===== config.mk =====
export PLATFORM = sky130hd
export DESIGN_NAME = inst_fetch_flat
export DESIGN_NICKNAME = d
export VERILOG_FILES = /design/src/rtl/inst_fetch_if.sv /design/src/rtl/inst_fetch.sv /design/src/flat_wrapper.sv
export SDC_FILE = /design/constraint.sdc
export NUM_CORES = 1
export LEC_CHECK = 0
export CAP_MARGIN = 10
export CORE_ASPECT_RATIO = 0.6
export CORE_MARGIN = 10
export CORE_UTILIZATION = 30
export DETAILED_ROUTE_END_ITERATION = 16
export MAX_ROUTING_LAYER = met4
export SLEW_MARGIN = 15
export SYNTH_ARGS = -nofsm -noshare
export SYNTH_HDL_FRONTEND = slang
export SYNTH_SLANG_ARGS = --single-unit

===== constraint.sdc =====
create_clock -name Clk -period 2 [get_ports Clk]
set_input_delay 0.3 -clock Clk [delete_from_list [all_inputs] [get_ports Clk]]
set_output_delay 0.3 -clock Clk [all_outputs]
set_load 0.01 [all_outputs]

===== src/rtl/inst_fetch_if.sv =====
// Run-control and fetch bus between inst_fetch and its environment.
// master drives run control and decode feedback; slave is the fetch stage.
interface inst_fetch_if #(
  parameter int A_W = 10
);
  logic           Start;
  logic           Halt;
  logic           Stall;
  logic           BranchEn;
  logic [A_W-1:0] Target;
  logic [A_W-1:0] InstAddress;
  logic [A_W-1:0] PCPlus1;
  logic           InstValid;
  logic           Ack;
  logic           Wrapped;

  modport master (
    output Start, Halt, Stall, BranchEn, Target,
    input  InstAddress, PCPlus1, InstValid, Ack, Wrapped
  );

  modport slave (
    input  Start, Halt, Stall, BranchEn, Target,
    output InstAddress, PCPlus1, InstValid, Ack, Wrapped
  );
endinterface


===== src/rtl/inst_fetch.sv =====
// PC and fetch sequencing for the 3BC core: IDLE/RUN/DONE run control.
// Build option REL_BRANCH_EN: Target is a signed PC-relative offset.
module inst_fetch #(
  parameter int A_W        = 10,
  parameter int START_ADDR = 0
) (
  input logic        Clk,
  input logic        Reset_n,
  inst_fetch_if.slave bus
);

  typedef enum logic [1:0] {
    IDLE = 2'd0,
    RUN  = 2'd1,
    DONE = 2'd2
  } state_e;

  localparam logic [A_W-1:0] START_PC = A_W'(START_ADDR);

  state_e         state_q, state_d;
  logic [A_W-1:0] pc_q, pc_d;
  logic           ack_q, ack_d;
  logic           wrapped_q, wrapped_d;
  logic [A_W-1:0] pc_plus1;
  logic [A_W-1:0] branch_pc;

  assign pc_plus1 = pc_q + A_W'(1);

`ifdef REL_BRANCH_EN
  assign branch_pc = pc_q + bus.Target;
`else
  assign branch_pc = bus.Target;
`endif

  // Next-state, PC and status update; Halt > Stall > BranchEn > increment.
  always_comb begin
    state_d   = state_q;
    pc_d      = pc_q;
    ack_d     = ack_q;
    wrapped_d = wrapped_q;
    unique case (state_q)
      IDLE: begin
        if (bus.Start) begin
          state_d   = RUN;
          pc_d      = START_PC;
          wrapped_d = 1'b0;
        end
      end
      RUN: begin
        if (bus.Halt) begin
          state_d = DONE;
          ack_d   = 1'b1;
        end else if (bus.Stall) begin
          pc_d = pc_q;
        end else if (bus.BranchEn) begin
          pc_d = branch_pc;
        end else begin
          pc_d = pc_plus1;
          if (pc_q == '1) wrapped_d = 1'b1;
        end
      end
      DONE: begin
        if (bus.Start) begin
          state_d   = RUN;
          pc_d      = START_PC;
          ack_d     = 1'b0;
          wrapped_d = 1'b0;
        end
      end
      default: begin
        state_d = IDLE;
        ack_d   = 1'b0;
      end
    endcase
  end

  // Registered run state, PC and status flags.
  always_ff @(posedge Clk or negedge Reset_n) begin
    if (!Reset_n) begin
      state_q   <= IDLE;
      pc_q      <= '0;
      ack_q     <= 1'b0;
      wrapped_q <= 1'b0;
    end else begin
      state_q   <= state_d;
      pc_q      <= pc_d;
      ack_q     <= ack_d;
      wrapped_q <= wrapped_d;
    end
  end

  assign bus.InstAddress = pc_q;
  assign bus.PCPlus1     = pc_plus1;
  assign bus.InstValid   = (state_q == RUN);
  assign bus.Ack         = ack_q;
  assign bus.Wrapped     = wrapped_q;

endmodule


===== src/flat_wrapper.sv =====
// flat-port wrapper written by rule: the top's interface ports become plain ports
module inst_fetch_flat 
#(
  parameter int A_W        = 10,
  parameter int START_ADDR = 0
)
  (Clk, Reset_n, bus_Start, bus_Halt, bus_Stall, bus_BranchEn, bus_Target, bus_InstAddress, bus_PCPlus1, bus_InstValid, bus_Ack, bus_Wrapped);
  inst_fetch_if #(.A_W(A_W)) bus_i ();
  input logic Clk;
  input logic Reset_n;
  input wire logic [$bits(bus_i.Start)-1:0] bus_Start;
  input wire logic [$bits(bus_i.Halt)-1:0] bus_Halt;
  input wire logic [$bits(bus_i.Stall)-1:0] bus_Stall;
  input wire logic [$bits(bus_i.BranchEn)-1:0] bus_BranchEn;
  input wire logic [$bits(bus_i.Target)-1:0] bus_Target;
  output wire logic [$bits(bus_i.InstAddress)-1:0] bus_InstAddress;
  output wire logic [$bits(bus_i.PCPlus1)-1:0] bus_PCPlus1;
  output wire logic [$bits(bus_i.InstValid)-1:0] bus_InstValid;
  output wire logic [$bits(bus_i.Ack)-1:0] bus_Ack;
  output wire logic [$bits(bus_i.Wrapped)-1:0] bus_Wrapped;
  assign bus_i.Start = bus_Start;
  assign bus_i.Halt = bus_Halt;
  assign bus_i.Stall = bus_Stall;
  assign bus_i.BranchEn = bus_BranchEn;
  assign bus_i.Target = bus_Target;
  assign bus_InstAddress = bus_i.InstAddress;
  assign bus_PCPlus1 = bus_i.PCPlus1;
  assign bus_InstValid = bus_i.InstValid;
  assign bus_Ack = bus_i.Ack;
  assign bus_Wrapped = bus_i.Wrapped;
  inst_fetch #(.A_W(A_W), .START_ADDR(START_ADDR)) u_core (.Clk(Clk), .Reset_n(Reset_n), .bus(bus_i));
endmodule

Word-level counts from Yosys, hierarchy flattened
Index checks and enable logic that the tools add are counted.
{ "totals": {"regBits": 14, "out_inout_bits": 23} }
{ "op_classes": {"add_sub_neg": 1, "eq_ne": 10, "muxes": 16, "n_bitwise": 1, "n_reduce_logical": 7} }
{ "op_table": {"columns": ["cell", "n"], "rows": [
  ["10-bit two-way mux", 4],
  ["10-bit case mux with 2 select lines", 1],
  ["10-bit by 1-bit adder with 10-bit output, second input constant", 1],
  ["10-bit == test, second input constant", 1],
  ["2-bit inequality test, second input constant", 5],
  ["1-bit two-way mux", 6],
  ["6-bit AND reduction", 1],
  ["2-bit two-way mux", 2],
  ["2-bit by 1-bit inequality test with 1-bit output, second input constant", 2],
  ["2-bit case mux with 2 select lines", 1],
  ["4-bit AND reduction", 1],
  ["1-bit case mux with 3 select lines", 1],
  ["3-bit AND reduction", 1],
  ["2-bit by 1-bit == test with 1-bit output, second input constant", 1],
  ["2-bit == test, second input constant", 1],
  ["2-bit zero test", 1],
  ["1-bit case mux with 2 select lines", 1],
  ["2-bit AND reduction", 1],
  ["2-bit nonzero test", 1],
  ["2-bit OR reduction", 1],
  ["1-bit inverter", 1]
]} }

Logic depth before layout (Yosys ltp)
{ "logic_depth": {"word_depth": 6, "depth_mapped": 5, "mapped_depth_nobuf": 5} }

Worst setup path after synthesis
No wires, ideal clock.
{ "synth_timing": {"path_type": "register to output", "start": "register u_core.pc_q[7] (netlist: u_core.bus.InstAddress[7])", "end": "output bus_PCPlus1[9]", "arrival_time_ns": 1.286, "required_ns": 1.700, "path_slack_ns": 0.414, "path_stages_with_launch": 5, "path_buffers": 1, "cell_sequence": "dfrtp_1 > clkbuf_1 > nand3_1 > o31a_1 > or2_2"} }
{ "synth_between": {"elab_chain_cells": 1} }
{ "synth_lines": {"columns": ["item", "line_no", "text"], "rows": [
  ["start: declaration", "inst_fetch.sv:21", "logic [A_W-1:0] pc_q, pc_d;"],
  ["start signal: assignment", "inst_fetch.sv:86", "pc_q <= pc_d;"],
  ["10-bit by 1-bit adder with 10-bit output", "inst_fetch.sv:27", "assign pc_plus1 = pc_q + A_W'(1);"],
  ["end: declaration", "flat_wrapper.sv:17", "output wire logic [$bits(bus_i.PCPlus1)-1:0] bus_PCPlus1;"]
]} }
Every way passes these cells.

Worst setup path in the final report
{ "layout_timing": {"start": "register u_core.pc_q[4] (netlist: u_core.bus.InstAddress[4])", "end": "output bus_PCPlus1[5]"} }
Same word-level chain as after synthesis.

==> results_dict.tcl <==
set metrics [dict create \
    status "complete, no violations" \
    grt_overflow_total 0 \
    layout_common_cells "clkdlybuf4s50_1, buf_4, o21ai_0" \
    cp_data_required_time_ns 1.70 \
    placement.io_buffers 38 \
    synth_seq_area_share_pct 38.20 \
    critPathCaptureType "output pin" \
    max_freq_ghz 0.5145 \
    beginning_of_the_worst_register_to_register_path "u_core.state_q[0]$_DFFE_PN0P_" \
    finish.cell_count_without_fillers 205 \
    cts-htree-levels 1 \
    synth_ff_type "dfrtp_1" \
    timing.critical_path.slowest_cell_delay_ns 0.39 \
    yosys_warnings 0 \
    clk_latency_ns 0.25 \
    synth.distinct_cells 31 \
    final_cell_area_excluding_filler_cells_um2 1519 \
    cp.arrival_ns 1.64 \
    met2_usage_pct 16.70 \
    rsz0062_at_grt "true" \
    route.detailed.drc 0 \
    cts_tree "yes" \
    finClkSkew_ns 0.004077 \
    timing_hold_violations_final 0 \
    root_buffer "clkbuf_8" \
    start_to_end_type_of_the_worst_setup_path "reg2out" \
    dp.cells 198 \
    routed_wirelength_um 3345 \
    ff_latch_count_synth 14 \
    synth.area.top_cells "dfrtp_1, o21ai_0, nand2_1" \
    worst-r2r-setup-slack_ns 0.30 \
    tightest_slew_ns 0.8290 \
    timing.final.setup_violations 0 \
    grt_antenna_before_repair 0 \
    hpwl_um 2604 \
    num_rows 15 \
    hp-class "in2async" \
    first_global_vias 1016 \
    max_rail_drop_vdd_v 0.0004644 \
    clock_sinks 14 \
    yosys.area.top_type "dfrtp_1" \
    post_synth.cell_area_avg_um2 8.492 \
    detail_route.iter0.violations 70 \
    worst_hold_slack_across_all_endpoints_ns 0.4486 \
    max-slew-margin-rel_pct 44.73 \
    max-clock-path-buffers 2 \
    worst_slack_ns 0.05646 \
    antenna_cells_inserted 0 \
    slowest_stage "dfrtp_1" \
    routabilityCongestion 0.7864 \
    reg2regPathDepth 4 \
    drtPass1Iterations 4 \
    flow.area_growth_from_synthesis_pct 65.62 \
    timing.critical_path.max_delay_family "buffers and inverters" \
    asyncSetResetFlopFracSynth_pct 100.0 \
    syn_inst 108 \
    crit_path_max_fanout 5 \
    postRouteAntennaNets 0 \
    placedInstanceArea_um2 1443 \
    design.final.nets 182 \
    cts.reportedPaths.clkPinSlew_ns 0.06 \
    detailedPlace.worstSlack_ns -0.01690 \
    tritoncts.num_buffers 3 \
    final-max-slew-violation-count 0 \
    grt_usage_pct 11.82 \
    pin_count 39 \
    synth_top_area_share_pct 38.20 \
    final.period_utilization_pct 97.18 \
    min_period_ns 1.944 \
    worstReg2RegEnd "u_core.bus.InstAddress[6]$_DFFE_PN0P_" \
    via_count 1040 \
    via_per_inst 5.073 \
    synth_edf_count 0 \
    design.core.area_um2 2890 \
    effective_utilization_at_floorplan_pct 31.73 \
    grt_pass1_wl_um 5347 \
    gr-usage-met3_pct 3.837 \
    synth.net_count 125 \
    layout_cell_share_with_drive_strength_beyond_1_pct 20.86 \
    worstSetupStartpoint "u_core.bus.InstAddress[4]$_DFFE_PN0P_" \
    largest_net_degree_at_the_start_of_global_routing 15 \
    post_synth_instance_area_um2 917.1 \
    totalNegativeSetupSlack_ns 0 \
    cellPowerDensity_nw_per_um2 833.0 \
    global_route.usage.met1_pct 15.88 \
    detail_routed_net_length_per_standard_cell_um 16.32 \
    mostFrequentLayoutCell "clkdlybuf4s50_1" \
    critical_path_cell_count 5 \
    die_height_um 62.83 \
    buffer_and_inverter_count_on_the_worst_path 2 \
    worstSetupStartpointType "flip-flop" \
    die_area_um2 5741 \
    power.static_leakage_nw 0.6952 \
    die_wd_um 91.38 \
    cap_viol_max_count 0 \
    grt_busiest_layer "met2" \
    critical_path.cell_chain "buf_4 -> nand2_1 -> o21a_1 -> or2_2 -> dlygate4sd2_1" \
]
==> logic make-up after synthesis <==
logic type	after synthesis	share of synthesized area (%)
AOI/OAI and AO/OA	33	21.42
xor gates and xnor gates	6	5.730
adders and majority gates	1	1.364
buffers and inverters	8	3.410
DFF	14	38.20
muxes	3	3.274
and+or+nand+nor	43	26.60
==> per-stage QoR <==
stage / power (mW) / utilization, %
2_1_floorplan: 0.6548 / -
3_3_place_gp: 1.028 / 49.91
3_5_place_dp: 1.031 / 49.91
4_1_cts: 1.267 / 52.03
5_1_grt: 1.340 / 52.55
6_report: 1.265 / 52.55
==> power breakdown <==
part | total, mW | internal [mW] | switching [mW] | leakage, nW
clock network | 0.240 | 0.134 | 0.106 | 0.0216
registers | 0.408 | 0.344 | 0.0636 | 0.184
logic | 0.618 | 0.326 | 0.291 | 0.490
total | 1.27 | 0.804 | 0.461 | 0.695
==> Yosys cell counts (all sizes together) (2+ instances only) <==
library cell	number
inv	3
nand2	13
a22oi	2
nor2	6
or2	2
nor4	3
xnor2	5
mux2i	3
or2b	2
nand3	3
o21ai	16
nand4	4
a21oi	8
dfrtp	14
nor3	5
o31ai	4
clkbuf	4
==> state kept, by name (all words and copies together) (netlist names) <==
signal                  cells
u_core.bus.Ack              1
u_core.state_q              2
u_core.bus.InstAddress     10
u_core.bus.Wrapped          1
==> routing by layer <==
| layer | up-vias | routed length [µm] |
|---|---|---|
| met2 | 34 | 1411 |
| met3 | 4 | 179 |
| met4 | 0 | 21 |
| li1 | 506 | - |
| met5 | - | 0 |
| met1 | 496 | 1732 |
==> layout make-up <==
cell class | count | area [µm²]
sequential | 14 | 351.6
fill | 293 | 1371
timing repair buffer | 57 | 511.7
multi-input combinational | 86 | 550.5
tap | 42 | 52.55
clock buffer | 3 | 41.29
inverter | 3 | 11.26
==> what timing repair did <==
item,in CTS,in global routing
hold buffers,0,0
pin swaps,1,1
setup endpoints to repair,8,8
resized for setup,12,7
endpoints found under the hold margin,0,0
buffers inserted,4,0
==> worst max-delay path by stage <==
stage                                                        to  slack (ns)
after floorplan                                  bus_PCPlus1[9]        0.41
after global placement    u_core.bus.InstAddress[0]$_DFFE_PN0P_       0.004
after detailed placement  u_core.bus.InstAddress[0]$_DFFE_PN0P_       -0.02
after CTS                                         bus_InstValid       0.006
after global routing                             bus_PCPlus1[8]       -0.02
final                                            bus_PCPlus1[5]        0.06
Note: power is estimated with default switching activity, not from simulation.
